<file path="src/rtl/ifetch_pkg.sv">
// Shared types and constants for the byte-serial instruction fetch stage
// and the control decode that consumes its instructions.
package ifetch_pkg;

  typedef enum logic [2:0] {
    IDLE,
    FETCH_OP,
    FETCH_LO,
    FETCH_HI,
    HOLD
  } ifetch_state_t;

  localparam logic [1:0] LEN1 = 2'd1;
  localparam logic [1:0] LEN2 = 2'd2;
  localparam logic [1:0] LEN3 = 2'd3;

  // Opcodes whose length does not follow the cc/bbb addressing-mode pattern
  localparam logic [7:0] BRK = 8'h00;
  localparam logic [7:0] JSR = 8'h20;
  localparam logic [7:0] RTI = 8'h40;
  localparam logic [7:0] RTS = 8'h60;

endpackage

</file>
<file path="src/rtl/instr_len_decode.sv">
// Combinational opcode-length decoder (1..3 bytes), shared with control's
// decode so both agree on instruction boundaries.
module instr_len_decode
  import ifetch_pkg::*;
(
  input  logic [7:0] opcode,
  output logic [1:0] len
);

  logic [2:0] bbb;

  assign bbb = opcode[4:2];

  // Special opcodes first, then addressing-mode groups; cc[0] alone
  // separates 01/11 from 00/10.
  always_comb begin
    len = LEN2;
    if (opcode == BRK || opcode == RTI || opcode == RTS) begin
      len = LEN1;
    end else if (opcode == JSR) begin
      len = LEN3;
    end else if (bbb == 3'b011 || bbb == 3'b111) begin
      len = LEN3;
    end else if (bbb == 3'b110) begin
      len = opcode[0] ? LEN3 : LEN1;
    end else if (bbb == 3'b010) begin
      len = opcode[0] ? LEN2 : LEN1;
    end
  end

endmodule

</file>
<file path="src/rtl/instr_fetch.sv">
// Byte-serial instruction fetch: opcode plus 0-2 operand bytes, handed to control
// over valid/ready. Optional one-byte prefetch in HOLD: define IFETCH_PREFETCH_EN.
module instr_fetch
  import ifetch_pkg::*;
#(
  parameter int                ADDR_W = 16,
  parameter logic [ADDR_W-1:0] RST_PC = '0
) (
  input  logic              clk,
  input  logic              rst,
  input  logic              pc_load,
  input  logic [ADDR_W-1:0] pc_in,
  output logic [ADDR_W-1:0] mem_addr,
  output logic              mem_rd,
  input  logic [7:0]        mem_rdata,
  input  logic              mem_ready,
  output logic              ins_valid,
  input  logic              ins_ready,
  output logic [7:0]        ins_opcode,
  output logic [7:0]        ins_op_lo,
  output logic [7:0]        ins_op_hi,
  output logic [1:0]        ins_len,
  output logic [ADDR_W-1:0] ins_pc
);

  localparam logic [ADDR_W-1:0] PC_ONE = {{(ADDR_W-1){1'b0}}, 1'b1};

  ifetch_state_t     state;
  logic [ADDR_W-1:0] fetch_pc;
  logic [7:0]        op_byte;
  logic              op_take;
  logic [1:0]        op_len;
  logic [ADDR_W-1:0] op_pc;
  logic [ADDR_W-1:0] op_next_pc;

  assign mem_addr = fetch_pc;

`ifdef IFETCH_PREFETCH_EN
  localparam logic HOLD_RD = 1'b1;

  logic       buf_full;
  logic [7:0] buf_data;
  logic       pf_take;

  // A buffered opcode was fetched from fetch_pc-1, and fetch_pc already points past it.
  assign pf_take    = mem_rd & mem_ready;
  assign op_byte    = buf_full ? buf_data : mem_rdata;
  assign op_take    = buf_full | mem_ready;
  assign op_pc      = buf_full ? fetch_pc - PC_ONE : fetch_pc;
  assign op_next_pc = buf_full ? fetch_pc : fetch_pc + PC_ONE;

  always_ff @(posedge clk) begin
    if (rst || pc_load) begin
      buf_full <= 1'b0;
      buf_data <= 8'h00;
    end else if (state == HOLD && !buf_full && pf_take) begin
      buf_full <= 1'b1;
      buf_data <= mem_rdata;
    end else if (state == FETCH_OP && buf_full) begin
      buf_full <= 1'b0;
    end
  end
`else
  localparam logic HOLD_RD = 1'b0;

  assign op_byte    = mem_rdata;
  assign op_take    = mem_ready;
  assign op_pc      = fetch_pc;
  assign op_next_pc = fetch_pc + PC_ONE;
`endif

  instr_len_decode u_len (
    .opcode (op_byte),
    .len    (op_len)
  );

  // Redirect outranks everything but reset, including a byte accepted this cycle.
  always_ff @(posedge clk) begin
    if (rst) begin
      state      <= IDLE;
      fetch_pc   <= RST_PC;
      mem_rd     <= 1'b0;
      ins_valid  <= 1'b0;
      ins_opcode <= 8'h00;
      ins_op_lo  <= 8'h00;
      ins_op_hi  <= 8'h00;
      ins_len    <= 2'd0;
      ins_pc     <= '0;
    end else if (pc_load) begin
      state     <= FETCH_OP;
      fetch_pc  <= pc_in;
      mem_rd    <= 1'b1;
      ins_valid <= 1'b0;
    end else begin
      case (state)
        IDLE: begin
          mem_rd <= 1'b0;
        end
        FETCH_OP: begin
          if (op_take) begin
            ins_opcode <= op_byte;
            ins_len    <= op_len;
            ins_op_lo  <= 8'h00;
            ins_op_hi  <= 8'h00;
            ins_pc     <= op_pc;
            fetch_pc   <= op_next_pc;
            if (op_len == LEN1) begin
              state     <= HOLD;
              mem_rd    <= HOLD_RD;
              ins_valid <= 1'b1;
            end else begin
              state  <= FETCH_LO;
              mem_rd <= 1'b1;
            end
          end
        end
        FETCH_LO: begin
          if (mem_ready) begin
            ins_op_lo <= mem_rdata;
            fetch_pc  <= fetch_pc + PC_ONE;
            if (ins_len == LEN2) begin
              state     <= HOLD;
              mem_rd    <= HOLD_RD;
              ins_valid <= 1'b1;
            end else begin
              state <= FETCH_HI;
            end
          end
        end
        FETCH_HI: begin
          if (mem_ready) begin
            ins_op_hi <= mem_rdata;
            fetch_pc  <= fetch_pc + PC_ONE;
            state     <= HOLD;
            mem_rd    <= HOLD_RD;
            ins_valid <= 1'b1;
          end
        end
        HOLD: begin
`ifdef IFETCH_PREFETCH_EN
          if (!buf_full && pf_take) begin
            fetch_pc <= fetch_pc + PC_ONE;
            mem_rd   <= 1'b0;
          end
          if (ins_ready) begin
            state     <= FETCH_OP;
            ins_valid <= 1'b0;
            mem_rd    <= ~(buf_full | pf_take);
          end
`else
          if (ins_ready) begin
            state     <= FETCH_OP;
            ins_valid <= 1'b0;
            mem_rd    <= 1'b1;
          end
`endif
        end
        default: begin
          state  <= IDLE;
          mem_rd <= 1'b0;
        end
      endcase
    end
  end

endmodule

</file>
<file path="config.mk">
export PLATFORM = sky130hd
export DESIGN_NAME = instr_fetch
export DESIGN_NICKNAME = d
export VERILOG_FILES = /design/src/rtl/ifetch_pkg.sv /design/src/rtl/instr_len_decode.sv /design/src/rtl/instr_fetch.sv
export SDC_FILE = /design/constraint.sdc
export NUM_CORES = 1
export LEC_CHECK = 0
export CORE_MARGIN = 2
export CORE_UTILIZATION = 25
export CTS_CLUSTER_SIZE = 12
export DETAILED_ROUTE_END_ITERATION = 12
export PLACE_DENSITY = 0.49
export SLEW_MARGIN = 20
export SYNTH_ARGS = -nofsm -noshare
export SYNTH_HDL_FRONTEND = slang
export SYNTH_SLANG_ARGS = --single-unit
</file>
<file path="constraint.sdc">
create_clock -name clk -period 2.7 [get_ports clk]
set_clock_uncertainty 0.2 [all_clocks]
set_input_delay 0.81 -clock clk [delete_from_list [all_inputs] [get_ports clk]]
set_output_delay 0.81 -clock clk [all_outputs]
set_load 0.01 [all_outputs]
</file>
==> reports/metrics.yaml, run 1 <==
setup_path:
  start_kind: "input pin"
  required_ps: 2710
  worstSetupPathType: "input pin to flip-flop"
  r2r_start: "state[1]"
  crit_fanout: 2
  setup.worst_path.end_class: "flip-flop"
  crit_arrival_ps: 2530
  setup.worst_path.start: "mem_rdata[7]"
timing:
  whs_ps: 253
  slew_violations: 0
  fmax_mhz: 397
  setup_viol: 0
  hold_viol: 0
  period_minus_slack_ps: 2520
  worstMarginPinSlew_ps: 407
  relSlewSlack_pct: 72.8
  fin_crit_sh_pct: 93.3
  rsz0062_at_grt: "no"
cts:
  insertion_delay_ps: 330
  hold_buffers: 0
  cts_resized: 0
  clk_path_buf_depth: 2
  clkTransAtPathRegs_ps: 70
  tritoncts: "yes"
  post-cts-setup-buffers: 0
  numCtsBuffers: 9
  htreeDepth: 3
  numClockSinks: 63
  cts_root_buf: "clkbuf_8"
logic_synthesis:
  muxShareOfSynthArea_pct: 0
  synthArstFlopShare_pct: 0
  synthTopCellsByArea: "dfxtp_1 46%, nand2_1 12%, a21oi_1 8.2%"
  synth-xor-area-share_pct: 4.80
  synth_fa_ha_area_share_pct: 0.457
  synth_cell_types: 45
  synth_most_common_cell: "nand2_1"
  yosysWarnings: 0
  syn-num-nets: 375
  synth_top_area_share_pct: 46.0
  synthCells: 345
  ys.flop_type: "dfxtp_1"
  synth_top_family_by_area: "simple AND/OR/NAND/NOR gates"
  synthesis.area_um2: 2740
  synth-edff-count: 0
  synth-seq-cells: 63
  synth_commonest_cells: "84 x nand2_1, 63 x dfxtp_1, 45 x a21oi_1"
  postSynthAreaPerCell_um2: 7.94
  synth_compound_area_share_pct: 16.0
  ys_seq_area_share_pct: 46.0
  synthSimpleGateAreaFrac_pct: 28.5
  synth_top_area_cell: "dfxtp_1"
drt:
  drt-wirelength-per-cell_um: 14.3
  antenna_left: 0
  routed_wl_um: 8610
  firstDrtPassIters: 4
  drt_iter0_drc: 124
  drcViolationCount: 0
  viasPerCell: 4.62
  num_vias: 2771
run_status:
  status: "finished clean"
die:
  coreArea_um2: 10700
  die_h_um: 109
  die_area_um2: 11800
  row_count: 38
  io_pins: 89
  start_util_pct: 25.5
  die_x_um: 109
finish:
  n_fill_cell: 1167
  layout-drive-gt1-share_pct: 12.4
  multi_input_area_um2: 1360
  postLayoutCoreUtil_pct: 38.3
  nets: 485
  syn_to_final_growth_pct: 50.1
  antenna_cells: 0
  regArea_um2: 1260
  stdcell_count: 600
pwr:
  ir_drop_mv: 0.268
  powerDensity_nw_per_um2: 486
  power.total_uw: 2000
  total_leakage_power_uw: 0.00140
global_route:
  grt_overflow: 0
  grt_usage_pct: 15.1
  antenna_found_initial: 0
  grt_pass1_vias: 2721
  grt_pass1_wl_um: 13700
  grt_max_degree: 24
worst_hold_path:
  hold_class: "flip-flop to flip-flop"
  hp-start: "ins_op_hi[2]"
placement:
  io_buffers: 88
  gp_congestion: 0.810
  placed_cells: 584
  hpwl_um: 6300
job:
  drv_cap: 0
critical path, stage by stage:
cell and delay (ps):
clkdlybuf4s50_1 440, or4_1 580, nor3_2 260, o21bai_2 90
nor4b_1 270, nor3_1 80
path summary, 6_finish.rpt:
path | slack (ps) | cells past startpoint | endpoint
worst min register to register | 250 | 2 | ins_op_hi[2]
worst max register to register | 680 | 7 | state[2]
worst min-delay path | 250 | 2 | ins_op_hi[2]
worst max-delay path | 180 | 6 | mem_rd
cell families (layout without fill, tap and decap cells):
| group | Yosys count | count (layout) |
|---|---|---|
| adders and majority gates | 1 | 1 |
| buffers and inverters | 24 | 139 |
| AOI/OAI and AO/OA | 73 | 73 |
| xor gates and xnor gates | 15 | 15 |
| DFF | 63 | 63 |
| and+or+nand+nor | 169 | 169 |
final cells by class:
cell class	count	share of cell area, %
flip-flops and latches	63	30.7
repair buffers	119	27.3
clock buffers	13	3.86
clock inverters	3	0.426
well taps	140	4.26
inverters	4	0.365
multi-input cells	258	33.1
layer usage:
layer / vias to the layer above / global-route usage, % / wire length (um)
met3: 8 / 3.77 / 481
met1: 1294 / 19.7 / 4020
li1: 1397 / - / -
met4: 0 / 4.40 / 80
met5: - / 0 / 0
met2: 72 / 24.6 / 4020
metrics by stage:
stage / TNS (ps) / setup WS, ps / area, um2
5_1_grt: 0 / 131 / 4110
3_5_place_dp: -355 / -159 / 3940
4_1_cts: 0 / 184 / 4110
6_report: 0 / 180 / 4110
3_3_place_gp: -181 / -109 / 3940
2_1_floorplan: 0 / 402 / 2740
state kept, by name, indices dropped and copies added, names as in the netlist:
name        flops
ins_valid       1
ins_pc         16
mem_addr       16
mem_rd          1
ins_op_hi       8
ins_len         2
state           3
ins_op_lo       8
ins_opcode      8
power by group:
| part | total, uW | switching (uW) | internal [uW] | leakage (uW) |
|---|---|---|---|---|
| logic | 267 | 127 | 141 | 0.000794 |
| clock network | 746 | 365 | 381 | 0.0000894 |
| registers | 986 | 30.0 | 956 | 0.000513 |
| total | 2000 | 521 | 1480 | 0.00140 |
cell usage in the layout, fill, tap and decap left out, types with 2 or more instances in the layout:
| master | count |
|---|---|
| clkdlybuf4s50_1 | 87 |
| nand2_1 | 84 |
| dfxtp_1 | 63 |
| a21oi_1 | 45 |
| buf_4 | 30 |
| nand3_1 | 27 |
| nor2_1 | 25 |
| clkbuf_8 | 11 |
| xnor2_1 | 10 |
| a211oi_1 | 7 |
| nor3_1 | 6 |
| xor2_1 | 5 |
| a31oi_1 | 5 |
| o22ai_1 | 5 |
| inv_1 | 4 |
| nand2b_1 | 3 |
| nand4_1 | 3 |
| and2_1 | 3 |
| or2_2 | 2 |
| nor2b_1 | 2 |
| nor3_2 | 2 |
| and3_1 | 2 |
| clkinv_2 | 2 |
| clkbuf_1 | 2 |
(Power assumes the default switching activity.)
==> inputs of run 2 (changes only) <==
- CORE_MARGIN: 2 -> 3
- CTS_CLUSTER_DIAMETER: not set -> 150
==> reports/metrics.yaml, run 2 (same netlist as run 1, synthesis figures left out) <==
run_status:
  status: "finished clean"  # unchanged
die:
  coreArea_um2: 10500  # was 10,700 um2
  io_pins: 89  # unchanged
  row_count: 37  # was 38
  die_x_um: 111  # was 109 um
  die_h_um: 111  # was 109 um
  start_util_pct: 26.1  # was 25.5%
  die_area_um2: 12200  # was 11,800 um2
setup_path:
  r2r_start: "state[1]"  # unchanged
  crit_arrival_ps: 2550  # was 2530 ps
  setup.worst_path.start: "mem_rdata[1]"  # was mem_rdata[7]
  worstSetupPathType: "input pin to flip-flop"  # unchanged
  required_ps: 2710  # about the same
  start_kind: "input pin"  # unchanged
  setup.worst_path.end_class: "flip-flop"  # unchanged
  crit_fanout: 2  # unchanged
timing:
  period_minus_slack_ps: 2540  # was 2520 ps
  whs_ps: 255  # was 253 ps
  fin_crit_sh_pct: 94.0  # was 93.3%
  hold_viol: 0  # unchanged
  finalWorstSetupSlack_ps: 161  # was 180 ps
  worstMarginPinSlew_ps: 393  # was 407 ps
  slew_violations: 0  # unchanged
  setup_viol: 0  # unchanged
  relSlewSlack_pct: 73.8  # was 72.8%
  rsz0062_at_grt: "no"  # unchanged
  fmax_mhz: 394  # was 397 MHz
cts:
  hold_buffers: 0  # unchanged
  tritoncts: "yes"  # unchanged
  cts_root_buf: "clkbuf_8"  # unchanged
  insertion_delay_ps: 330  # about the same
  clk_path_buf_depth: 2  # unchanged
  numClockSinks: 63  # unchanged
  numCtsBuffers: 9  # unchanged
  cts_resized: 0  # unchanged
  htreeDepth: 3  # unchanged
  post-cts-setup-buffers: 0  # unchanged
  clkTransAtPathRegs_ps: 70  # about the same
global_route:
  grt_pass1_vias: 2852  # was 2,721
  antenna_found_initial: 0  # unchanged
  grt_pass1_wl_um: 14200  # was 13,700 um
  grt_overflow: 0  # unchanged
  grt_usage_pct: 14.0  # was 15.1%
  grt_max_degree: 27  # was 24
finish:
  syn_to_final_growth_pct: 52.4  # was 50.1%
  n_fill_cell: 1092  # was 1,167
  stdcell_count: 594  # was 600
  antenna_cells: 0  # unchanged
  nets: 483  # was 485
  layout-drive-gt1-share_pct: 12.2  # was 12.4%
  postLayoutCoreUtil_pct: 39.7  # was 38.3%
  final_cell_mix: "87 x clkdlybuf4s50_1, 84 x nand2_1, 63 x dfxtp_1, 45 x a21oi_1"  # was 87 x clkdlybuf4s50_1, 84 x nand2_1, 63 x dfxtp_1, 45 x a21oi_1, 30 x buf_4
  final_area_um2: 4170  # was 4110 um2
  final_common_cell: "clkdlybuf4s50_1"  # unchanged
pwr:
  p_sw_share_pct: 23.5  # was 26.1%
  total_leakage_power_uw: 0.00142  # was 0.00140 uW
  seq_power_share_pct: 43.4  # was 49.3%
  power.share.clock_pct: 44.8  # was 37.3%
  ir_drop_mv: 0.289  # was 0.268 mV
  pwr-share-comb_pct: 11.8  # was 13.4%
  powerDensity_nw_per_um2: 543  # was 486 nW/um2
  p_switching_uw: 532  # was 521 uW
  p_int_uw: 1740  # was 1480 uW
drt:
  routed.top_layer: "met4"  # unchanged
  drt-wirelength-per-cell_um: 14.3  # about the same
  routed_wl_um: 8490  # was 8610 um
  drcViolationCount: 0  # unchanged
  dr_wl_met3_um: 490  # was 481 um
  drt_iter0_drc: 159  # was 124
  viasPerCell: 4.66  # was 4.62
  antenna_left: 0  # unchanged
  num_vias: 2766  # was 2,771
  dr_wl_met2_um: 4070  # was 4020 um
  wl_met1_um: 3870  # was 4020 um
  firstDrtPassIters: 4  # unchanged
job:
  drv_cap: 0  # unchanged
worst_hold_path:
  hp-start: "ins_pc[15]"  # was ins_op_hi[2]
  hold_class: "flip-flop to flip-flop"  # unchanged
placement:
  hpwl_um: 6250  # was 6300 um
  io_buffers: 88  # unchanged
  post-place-ws_ps: -156  # was -159 ps
  placed_cells: 578  # was 584
  gp_congestion: 0.751  # was 0.810
  place_area_um2: 3930  # was 3940 um2
[run 2: changes by cell type in the layout (fill, tap and decap cells not counted)]
cell and change:
bufinv_16 +3, buf_4 -3, clkbuf_1 -1, buf_12 +1, clkbuf_8 -1, clkinvlp_4 +1, clkinv_2 -2
[run 2: worst paths after layout]
path,to,slack [ps],depth (start not counted)
worst min-delay path,ins_pc[15],250,2
worst min register to register,ins_pc[15],250,2
worst max-delay path,mem_rd,160,6
worst max register to register,state[2],710,7
[run 2: worst max-delay path: stages]
cell	delay (ps)
clkdlybuf4s50_1	410
or4_1	590
nor3_2	270
o21bai_2	100
nor4b_1	280
nor3_1	80
[run 2: per-layer routing]
metal	global-route usage (%)	vias to the layer above
met3	4.59	8
met2	23.8	75
li1	-	1392
met1	17.3	1291
met4	3.20	0
met5	0	-
[run 2: power groups by stage]
stage | combinational, uW | sequential, uW | clock, uW
final | 267 | 985 | 1020
after global routing | 293 | 989 | 1080
after CTS | 270 | 985 | 1050
after detailed placement | 268 | 1010 | 0
after global placement | 268 | 1010 | 0
after floorplan | 99.1 | 1020 | 0
[run 2: per-stage QoR]
stage                     power (uW)  TNS, ps
after floorplan                 1110        0
after global routing            2360        0
after global placement          1280     -220
final                           2270        0
after CTS                       2300        0
after detailed placement        1270     -359
[run 2: area by class of cell]
| cell class | instances | area (um2) | area share (%) |
|---|---|---|---|
| clock inverter | 5 | 105 | 2.52 |
| tap | 136 | 170 | 4.08 |
| multi-input combinational | 258 | 1360 | 32.6 |
| clock buffer | 11 | 141 | 3.39 |
| timing repair buffer | 117 | 1120 | 26.8 |
| inverter | 4 | 15.0 | 0.360 |
| sequential | 63 | 1260 | 30.2 |
==> inputs of run 3 (changes only) <==
- REMOVE_ABC_BUFFERS: not set -> 1
==> reports/metrics.yaml, run 3 (same netlist as run 1, synthesis figures left out) <==
run_status:
  status: "finished clean"  # unchanged
drt:
  firstDrtPassIters: 4  # unchanged
  drt-wirelength-per-cell_um: 14.4  # was 14.3 um
  viasPerCell: 4.72  # was 4.66
  routed_wl_um: 8520  # was 8490 um
  drt_iter0_drc: 108  # was 159
  drcViolationCount: 0  # unchanged
  antenna_left: 0  # unchanged
  num_vias: 2784  # was 2,766
setup_path:
  worstSetupPathType: "input pin to flip-flop"  # unchanged
  crit_arrival_ps: 2510  # was 2550 ps
  crit_fanout: 2  # unchanged
  start_kind: "input pin"  # unchanged
  required_ps: 2740  # was 2710 ps
  reg2reg_depth: 6  # was 7
  setup.worst_path.end_class: "flip-flop"  # unchanged
timing:
  fin_crit_sh_pct: 91.4  # was 94.0%
  period_minus_slack_ps: 2470  # was 2540 ps
  fmax_mhz: 405  # was 394 MHz
  worstMarginPinSlew_ps: 344  # was 393 ps
  rsz0062_at_grt: "no"  # unchanged
  final.setup.tns_ps: 0  # unchanged
  slew_violations: 0  # unchanged
  setup_viol: 0  # unchanged
  finalWorstSetupSlack_ps: 231  # was 161 ps
  hold_viol: 0  # unchanged
  relSlewSlack_pct: 77.0  # was 73.8%
finish:
  final_cell_mix: "87 x clkdlybuf4s50_1, 84 x nand2_1, 63 x dfxtp_1, 45 x a21oi_1, 27 x nand3_1"  # was 87 x clkdlybuf4s50_1, 84 x nand2_1, 63 x dfxtp_1, 45 x a21oi_1
  stdcell_count: 590  # was 594
  final_common_cell: "clkdlybuf4s50_1"  # unchanged
  nets: 479  # was 483
  layout-drive-gt1-share_pct: 11.7  # was 12.2%
  syn_to_final_growth_pct: 50.4  # was 52.4%
  antenna_cells: 0  # unchanged
  final_area_um2: 4120  # was 4170 um2
  postLayoutCoreUtil_pct: 39.2  # was 39.7%
die:
  row_count: 37  # unchanged
  coreArea_um2: 10500  # unchanged
  die_x_um: 111  # unchanged
  die_h_um: 111  # unchanged
  io_pins: 89  # unchanged
  die_area_um2: 12200  # unchanged
  start_util_pct: 26.1  # unchanged
cts:
  htreeDepth: 3  # unchanged
  cts_resized: 0  # unchanged
  hold_buffers: 0  # unchanged
  post-cts-setup-buffers: 0  # unchanged
  clk_path_buf_depth: 2  # unchanged
  numCtsBuffers: 9  # unchanged
  insertion_delay_ps: 350  # was 330 ps
  tritoncts: "yes"  # unchanged
  numClockSinks: 63  # unchanged
  cts_root_buf: "clkbuf_8"  # unchanged
  clkTransAtPathRegs_ps: 80  # was 70 ps
global_route:
  grt_overflow: 0  # unchanged
  grt_usage_pct: 14.5  # was 14.0%
  grt_pass1_wl_um: 14400  # was 14,200 um
  grt_pass1_vias: 2872  # was 2,852
  antenna_found_initial: 0  # unchanged
  grt_max_degree: 47  # was 27
placement:
  place_area_um2: 3920  # was 3930 um2
  post-place-ws_ps: -117  # was -156 ps
  io_buffers: 88  # unchanged
  hpwl_um: 6150  # was 6250 um
  gp_congestion: 0.774  # was 0.751
  placed_cells: 574  # was 578
worst_hold_path:
  hold_depth: 2  # unchanged
  hold_class: "flip-flop to flip-flop"  # unchanged
job:
  drv_cap: 0  # unchanged
pwr:
  powerDensity_nw_per_um2: 507  # was 543 nW/um2
  total_leakage_power_uw: 0.00138  # was 0.00142 uW
  ir_drop_mv: 0.267  # was 0.289 mV
-- run 3: cell count changes in the layout (fill, tap and decap cells not counted), sizes merged --
cell    change
inv         +1
bufinv      -2
clkinv      +3
buf         -4
clkbuf      -2
-- run 3: cell type report --
type	count	area, um2
Sequential cell	63	1260
Clock inverter	7	72.6
Tap cell	136	170
Fill cell	1108	6390
Timing Repair Buffer	113	1110
Clock buffer	9	124
Multi-Input combinational cell	258	1360
Inverter	4	15.0
-- run 3: stage by stage --
stage	total power [uW]	hold WS [ps]
after floorplan	1090	270
after global placement	1270	242
after detailed placement	1270	248
after CTS	2120	259
after global routing	2190	271
final	2090	252
-- run 3: metal layers --
metal | wire [um] | GRT usage, % | part of all wire (%) | up-vias
met4 | 65 | 3.69 | 0.76 | 0
met1 | 3950 | 18.2 | 46 | 1310
met2 | 4010 | 23.9 | 47 | 77
li1 | - | - | - | 1389
met3 | 495 | 4.86 | 5.8 | 8
met5 | 0 | 0 | 0 | -
-- run 3: critical path, cell delays in order --
cell	delay, ps
clkdlybuf4s50_1	430
or4_1	590
nor3_2	250
o21bai_2	100
nor4b_1	250
nor3_1	80
-- run 3: path summary, 6_finish.rpt --
check | slack, ps | to | from
max | 230 | mem_rd | mem_rdata[1]
min reg2reg | 250 | ins_opcode[2] | ins_opcode[2]
max reg2reg | 830 | mem_addr[8] | mem_addr[0]
min | 250 | ins_opcode[2] | ins_opcode[2]
-- run 3: report_power, final --
part / switching, uW / internal (uW)
logic: 122 / 140
clock network: 411 / 427
registers: 32.3 / 955
total: 565 / 1520
